`src/rtl/vga_timing_gen.sv`:
```
// Raster position counter and sync/blank generator for a VGA-style display.
// Controls are registered from the next position so they line up with DrawX/DrawY.
module vga_timing_gen #(
    parameter int H_VISIBLE = 640,
    parameter int H_FRONT   = 16,
    parameter int H_SYNC    = 96,
    parameter int H_BACK    = 48,
    parameter int V_VISIBLE = 480,
    parameter int V_FRONT   = 10,
    parameter int V_SYNC    = 2,
    parameter int V_BACK    = 33
) (
    input  logic        vga_clk,
    input  logic        reset,
    output logic [9:0]  DrawX,
    output logic [9:0]  DrawY,
    output logic        hs,
    output logic        vs,
    output logic        blank,
    output logic        line_start,
    output logic        frame_start,
    output logic [15:0] frame_count
);

    localparam int H_TOTAL = H_VISIBLE + H_FRONT + H_SYNC + H_BACK;
    localparam int V_TOTAL = V_VISIBLE + V_FRONT + V_SYNC + V_BACK;

    localparam logic [9:0] H_LAST     = 10'(H_TOTAL - 1);
    localparam logic [9:0] V_LAST     = 10'(V_TOTAL - 1);
    localparam logic [9:0] H_VIS      = 10'(H_VISIBLE);
    localparam logic [9:0] V_VIS      = 10'(V_VISIBLE);
    localparam logic [9:0] HS_START   = 10'(H_VISIBLE + H_FRONT);
    localparam logic [9:0] HS_END     = 10'(H_VISIBLE + H_FRONT + H_SYNC);
    localparam logic [9:0] VS_START   = 10'(V_VISIBLE + V_FRONT);
    localparam logic [9:0] VS_END     = 10'(V_VISIBLE + V_FRONT + V_SYNC);

    logic [9:0] x_next;
    logic [9:0] y_next;
    logic       x_wrap;
    logic       y_wrap;
    logic       frame_wrap;

    always_comb begin
        x_wrap     = (DrawX == H_LAST);
        y_wrap     = (DrawY == V_LAST);
        frame_wrap = x_wrap && y_wrap;
        x_next     = x_wrap ? 10'd0 : DrawX + 10'd1;
        y_next     = DrawY;
        if (x_wrap) begin
            y_next = y_wrap ? 10'd0 : DrawY + 10'd1;
        end
    end

    // Decoding x_next/y_next keeps every control aligned with the position it describes.
    always_ff @(posedge vga_clk or posedge reset) begin
        if (reset) begin
            DrawX       <= 10'd0;
            DrawY       <= 10'd0;
            hs          <= 1'b1;
            vs          <= 1'b1;
            blank       <= 1'b0;
            line_start  <= 1'b0;
            frame_start <= 1'b0;
            frame_count <= 16'd0;
        end else begin
            DrawX       <= x_next;
            DrawY       <= y_next;
            hs          <= !((x_next >= HS_START) && (x_next < HS_END));
            vs          <= !((y_next >= VS_START) && (y_next < VS_END));
            blank       <= (x_next < H_VIS) && (y_next < V_VIS);
            line_start  <= (x_next == 10'd0);
            frame_start <= (x_next == 10'd0) && (y_next == 10'd0);
            if (frame_wrap) begin
                frame_count <= frame_count + 16'd1;
            end
        end
    end

endmodule

```
`config.mk`:
```
export PLATFORM = sky130hd
export DESIGN_NAME = vga_timing_gen
export DESIGN_NICKNAME = d
export VERILOG_FILES = /design/src/rtl/vga_timing_gen.sv
export SDC_FILE = /design/constraint.sdc
export NUM_CORES = 1
export LEC_CHECK = 0
export ABC_AREA = 1
export CAP_MARGIN = 20
export CORE_MARGIN = 2
export CORE_UTILIZATION = 57
export DETAILED_ROUTE_END_ITERATION = 10
export PLACE_DENSITY = 0.9
export SLEW_MARGIN = 10
export SYNTH_ARGS = -nofsm -noshare
export SYNTH_HDL_FRONTEND = slang
export SYNTH_SLANG_ARGS = --single-unit
```
`constraint.sdc`:
```
create_clock -name vga_clk -period 2.5 [get_ports vga_clk]
set_input_delay 0.25 -clock vga_clk [delete_from_list [all_inputs] [get_ports vga_clk]]
set_output_delay 0.25 -clock vga_clk [all_outputs]
set_load 0.02 [all_outputs]
```
-- Word level (Yosys, flattened, before mapping)
Cells that the tools add are included.
- output and inout port bits: 41
- input port bits: 2
- flip-flop bits (word level): 41
- word-level logic and storage cells: 31
- eq/ne operators: 2
- $lt $le $gt $ge: 6
- reduce and logical (&&, ||, !) cells: 9
- add/subtract/negate cells: 3
- multiplexer cells: 3
- operator list (cell ; count):
    10-bit 2-to-1 mux ; 3
    10-bit by 1-bit adder with 10-bit output (second input constant) ; 2
    10-bit == test (second input constant) ; 2
    10-bit logical NOT ; 2
    10-bit < comparator (second input constant) ; 2
    10-bit by 9-bit < comparator with 1-bit output (second input constant) ; 2
    16-bit by 1-bit adder with 16-bit output (second input constant) ; 1
    10-bit >= comparator (second input constant) ; 1
    10-bit by 9-bit >= comparator with 1-bit output (second input constant) ; 1
    1-bit logical AND ; 5
    1-bit logical NOT ; 2

-- Depth between registers and ports, before layout
- depth after elaboration: 6
- mapped depth: 13
- depth with buffers taken out: 13

-- Worst setup path after synthesis
Ideal clock, no wire load.
- path type: register to register
- from: register DrawX[0]
- to: register frame_count[12]
- setup slack: 0.654 ns
- stages on the path, launching flop included: 10
- library setup time: 0.080 ns
- arrival: 1.766 ns
- data required time: 2.420 ns
- buffers on the path: 1
- period minus slack after synthesis: 1.846 ns
- cell sequence: dfrtp_1 ha_1 nand2_2 nor2_4 nand3_4 buf_6 nor3_4 nand2_2 nor2_2 xor2_1
- word-level cells in the longest chain between the ends: 2
- ends and longest elaborated chain (element ; line ; RTL):
    start: declaration ; 15 ; output logic [9:0] DrawX,
    start signal: assignment ; 66 ; DrawX <= x_next;
    10-bit == test ; 44 ; x_wrap = (DrawX == H_LAST);
    1-bit logical AND ; 46 ; frame_wrap = x_wrap && y_wrap;
    end signal: assignment ; 74 ; frame_count <= frame_count + 16'd1;
    end: declaration ; 22 ; output logic [15:0] frame_count
No other way between the ends.
A chain may end at the register's enable or synchronous reset.

-- Worst setup path in the final report
- from: register DrawX[0]
- to: register frame_count[13]
The elaborated chain is that of the path after synthesis.

==> flow_results.org <==
** Run status
- Run status :: finished clean

** Timing
- Setup violations remaining at the end of the flow were counted as 0.
- Final setup slack of the worst path :: 0.4361 ns
- Adding up every negative setup slack in the final design gives 0 ns.
- Max Clock Freq :: between 0.4 and 0.5 GHz
- Minimum hold slack :: approximately 0.37 ns
- Number of slew-limit violations in the final report :: 0
- Final clock skew :: ~0.0074 ns
- Number of hold violations in the final report :: 0
- Setup repair after global routing left no endpoint under its margin.
- Period utilization :: between 80% and 90%
- Relative slew slack :: 65.39%
- Actual transition at the worst max-transition pin :: roughly 0.52 ns
- Minimum period implied by the final worst setup slack :: slightly above 2 ns

** Run
- Number of max-capacitance violations reported :: 0

** Floorplanning
- Die Span Y :: around 69 µm
- Die footprint :: ~4800 µm²
- Placeable core region :: 4058 µm²
- After floorplanning, the core was divided into 23 placement rows.
- IO Pins :: 43
- In this run the horizontal extent of the chip is roughly 69 µm.
- The initial utilization of the core area, before any placement, comes to 59.98%.

** Yosys
- After synthesis, the mean cell area works out to 7.200 µm².
- The share of synthesized area in the top cell type comes to 40.10%.
- Library cells used by synthesis :: 30
- After synthesis the cells add up to approximately 2400 µm².
- Post-synthesis register bit count :: 41
- Synthesis produced a netlist with a net count of approximately 340.
- After synthesis, flip-flops and latches occupy between 40% and 50% of the total area.
- dfrtp_1 takes more of the synthesized area than any other cell.
- Synthesis produced between 300 and 400 cells.
- Yosys attributes the largest share of cell area to dfrtp_1, nand2_1, inv_1.
- Number of warnings reported in the yosys synthesis log :: 0

** Power and ir drop
- Part of the total power dissipated in sequential elements :: 55.2%
- Of the total power, the share spent switching nets is 20.41%.
- In this run the power density over the cells is ~400 nW/µm².
- Static Leak :: 0.001584 µW
- Max rail drop VDD :: 0.2388 mV
- In this run, the combinational gates consume roughly 1.3% of the power.
- The share of total power dissipated in the clock network is between 40 and 50%.
- Internal power comes to 955.4 µW.
- In this run the power spent charging and discharging nets is about 240 µW.

** Global route
- The number of global-route vias before repair is about 2,100.
- Initial antenna violation count :: 0
- Overflow left after global routing :: 0
- Global-route usage over all layers :: between 20% and 30%
- The first global-routing pass estimated 9473 µm of wire.
- Entering global routing, the biggest net connects 42 pins.

** Drt
- Vias post-DR :: between 2,000 and 2,500
- Dividing the detail-routed via count by the number of cells gives about 5.3.
- Starting DRT DRC Count :: 281
- Remaining DRCs :: 0
- Average detailed-routed wire length per instance :: 12.78 µm
- For this block, the routed nets add up to 5545 µm of wire.
- Drt first pass iters :: 5
- Number of nets still failing antenna checks after routing :: 0

** Worst setup path
- Across all register-to-register paths, the minimum setup slack is 0.44 ns.
- STA classifies the critical path startpoint as a flop.
- Type of the worst setup path :: flop to flop
- Data on the critical path arrives at its endpoint at roughly 2.3 ns.
- Of all nets on the critical path, the largest fanout is 13.
- Required time of the critical path :: 2.69 ns
- CP endpoint kind :: flop

** Clock network
- Clk pin slew, worst setup/hold paths :: around 0.080 ns
- The longest clock path from root to sink contains 2 buffers.
- Clock tree synthesis found a total of between 40 and 50 sinks.
- Cts bufs inserted :: 5
- Number of post-CTS setup repair buffers :: 0
- TritonCTS built the clock tree.
- At the later pin of the worst-skew pair, clock insertion delay measures 0.30 ns.
- The tree is rooted in a clkbuf_8.
- For this design, the CTS-stage hold fixing added 0 buffers.
- CTS-repair resized insts :: 0
- The H-tree was split into 2 levels.

** Place
- Input/output buffers :: between 40 and 50
- GP Congestion :: approximately 0.89
- Timing analysis after detailed placement gives a worst setup slack of around 0.48 ns.
- Once detailed placement completed, the half-perimeter wirelength came to 4002 µm.
- Counting tap cells, the placed design contains a total of between 400 and 500 instances.

** Finish
- The net count of the finished layout is just under 400.
- Cells with a size suffix above 1 make up between 5 and 6% of the layout.
- Leaving out fill and tap cells, the most frequent cell in the layout is nand2_1.
- Diodes inserted :: 0
- Non-Filler Instances :: between 400 and 500
- Most used cells in the layout excluding fill and tap cells :: nand2_1, inv_1, nor2_1
- Synthesis-to-finish area growth :: 23.29%

** Min path
- The min-delay analysis places its worst path in the category primary input to async pin.
## flip-flops by register name, indices dropped and copies added, names as in the netlist
register,flops
DrawX,10
DrawY,10
blank,1
frame_count,16
frame_start,1
hs,1
line_start,1
vs,1
## worst max-delay path, stage by stage (launching register included)
cell and delay, ns:
dfrtp_1 0.45, ha_1 0.22, nand2_2 0.10, nor2_4 0.19
nand3_4 0.21, nor2_1 0.16, nand4_1 0.14, nor2_1 0.24
nand2_1 0.10, nor2_1 0.10, nor2_1 0.05
## layer usage
layer  up-vias  track usage [%]  wire, µm
met5         -                0         0
met4         0            9.804       126
met3        15            6.105       325
met2        82            41.03      2637
met1      1071            30.62      2455
li1       1124                -         -
## Yosys cell counts
| cell type | instances |
|---|---|
| nor3_1 | 5 |
| nor3b_1 | 2 |
| or2_2 | 1 |
| o21ai_1 | 2 |
| nand4_1 | 10 |
| o21ai_0 | 10 |
| buf_6 | 1 |
| nand2_2 | 2 |
| clkbuf_1 | 1 |
| ha_1 | 4 |
| nor2_4 | 2 |
| a21oi_1 | 1 |
| xor2_1 | 11 |
| nand3_1 | 21 |
| nand4_2 | 1 |
| nor2_1 | 44 |
| dfstp_2 | 2 |
| nand3_4 | 1 |
| nor3_4 | 1 |
| buf_2 | 1 |
| buf_4 | 1 |
| nand2_1 | 97 |
| dfrtp_1 | 39 |
| o21bai_1 | 2 |
| inv_2 | 1 |
| xnor2_1 | 5 |
| inv_1 | 65 |
| nor3_2 | 1 |
| nor4_1 | 1 |
| nor2_2 | 3 |
## cell type report
cell class              count  area [µm²]
fillers                   318        1057
clock buffers               5       68.82
multi-input cells         227        1130
well taps                  50       62.56
flip-flops and latches     41        1028
repair buffers             43       427.9
clock inverters             2       35.03
inverters                  66       247.7
## path summary, 6_finish.rpt
| path | from | endpoint | depth (start not counted) |
|---|---|---|---|
| setup / recovery | DrawX[0]$_DFF_PP0_ | frame_count[13]$_DFFE_PP0P_ | 10 |
| hold / removal | reset | frame_count[6]$_DFFE_PP0P_ | 3 |
| setup reg to reg | DrawX[0]$_DFF_PP0_ | frame_count[13]$_DFFE_PP0P_ | 10 |
| hold reg to reg | frame_count[12]$_DFFE_PP0P_ | frame_count[12]$_DFFE_PP0P_ | 1 |
| max in group asynchronous | reset | vs$_DFF_PP1_ | 3 |
| min in group vga_clk | frame_count[12]$_DFFE_PP0P_ | frame_count[12]$_DFFE_PP0P_ | 1 |
## power by group through the flow
stage	Clock [µW]	Sequential (µW)	Combinational [µW]
after floorplan	0	676	9.71
after global placement	0	676	15.9
after detailed placement	0	676	16.3
after CTS	527	663	16.2
after global routing	558	663	18.3
final	522	663	15.2
## stage by stage
| stage | utilization [%] | total power (µW) | area, µm² |
|---|---|---|---|
| floorplan | - | 685.5 | 2434 |
| global placement | 71.38 | 691.6 | 2897 |
| detailed placement | 71.38 | 692.0 | 2897 |
| CTS | 73.94 | 1206 | 3000 |
| global route | 73.94 | 1239 | 3000 |
| finish | 73.94 | 1200 | 3000 |
## logic make-up (layout without fill, tap and decap cells)
logic type	after synthesis	count (layout)	share of synthesized area, %
AO/OA/AOI/OAI	15	15	3.290
XOR/XNOR	16	16	5.758
adder cells (fa/ha/maj)	4	4	2.057
buffers and inverters	70	116	11.31
flip-flops	41	41	42.26
AND/OR/NAND/NOR	192	192	35.32
(Power assumes the default switching activity.)
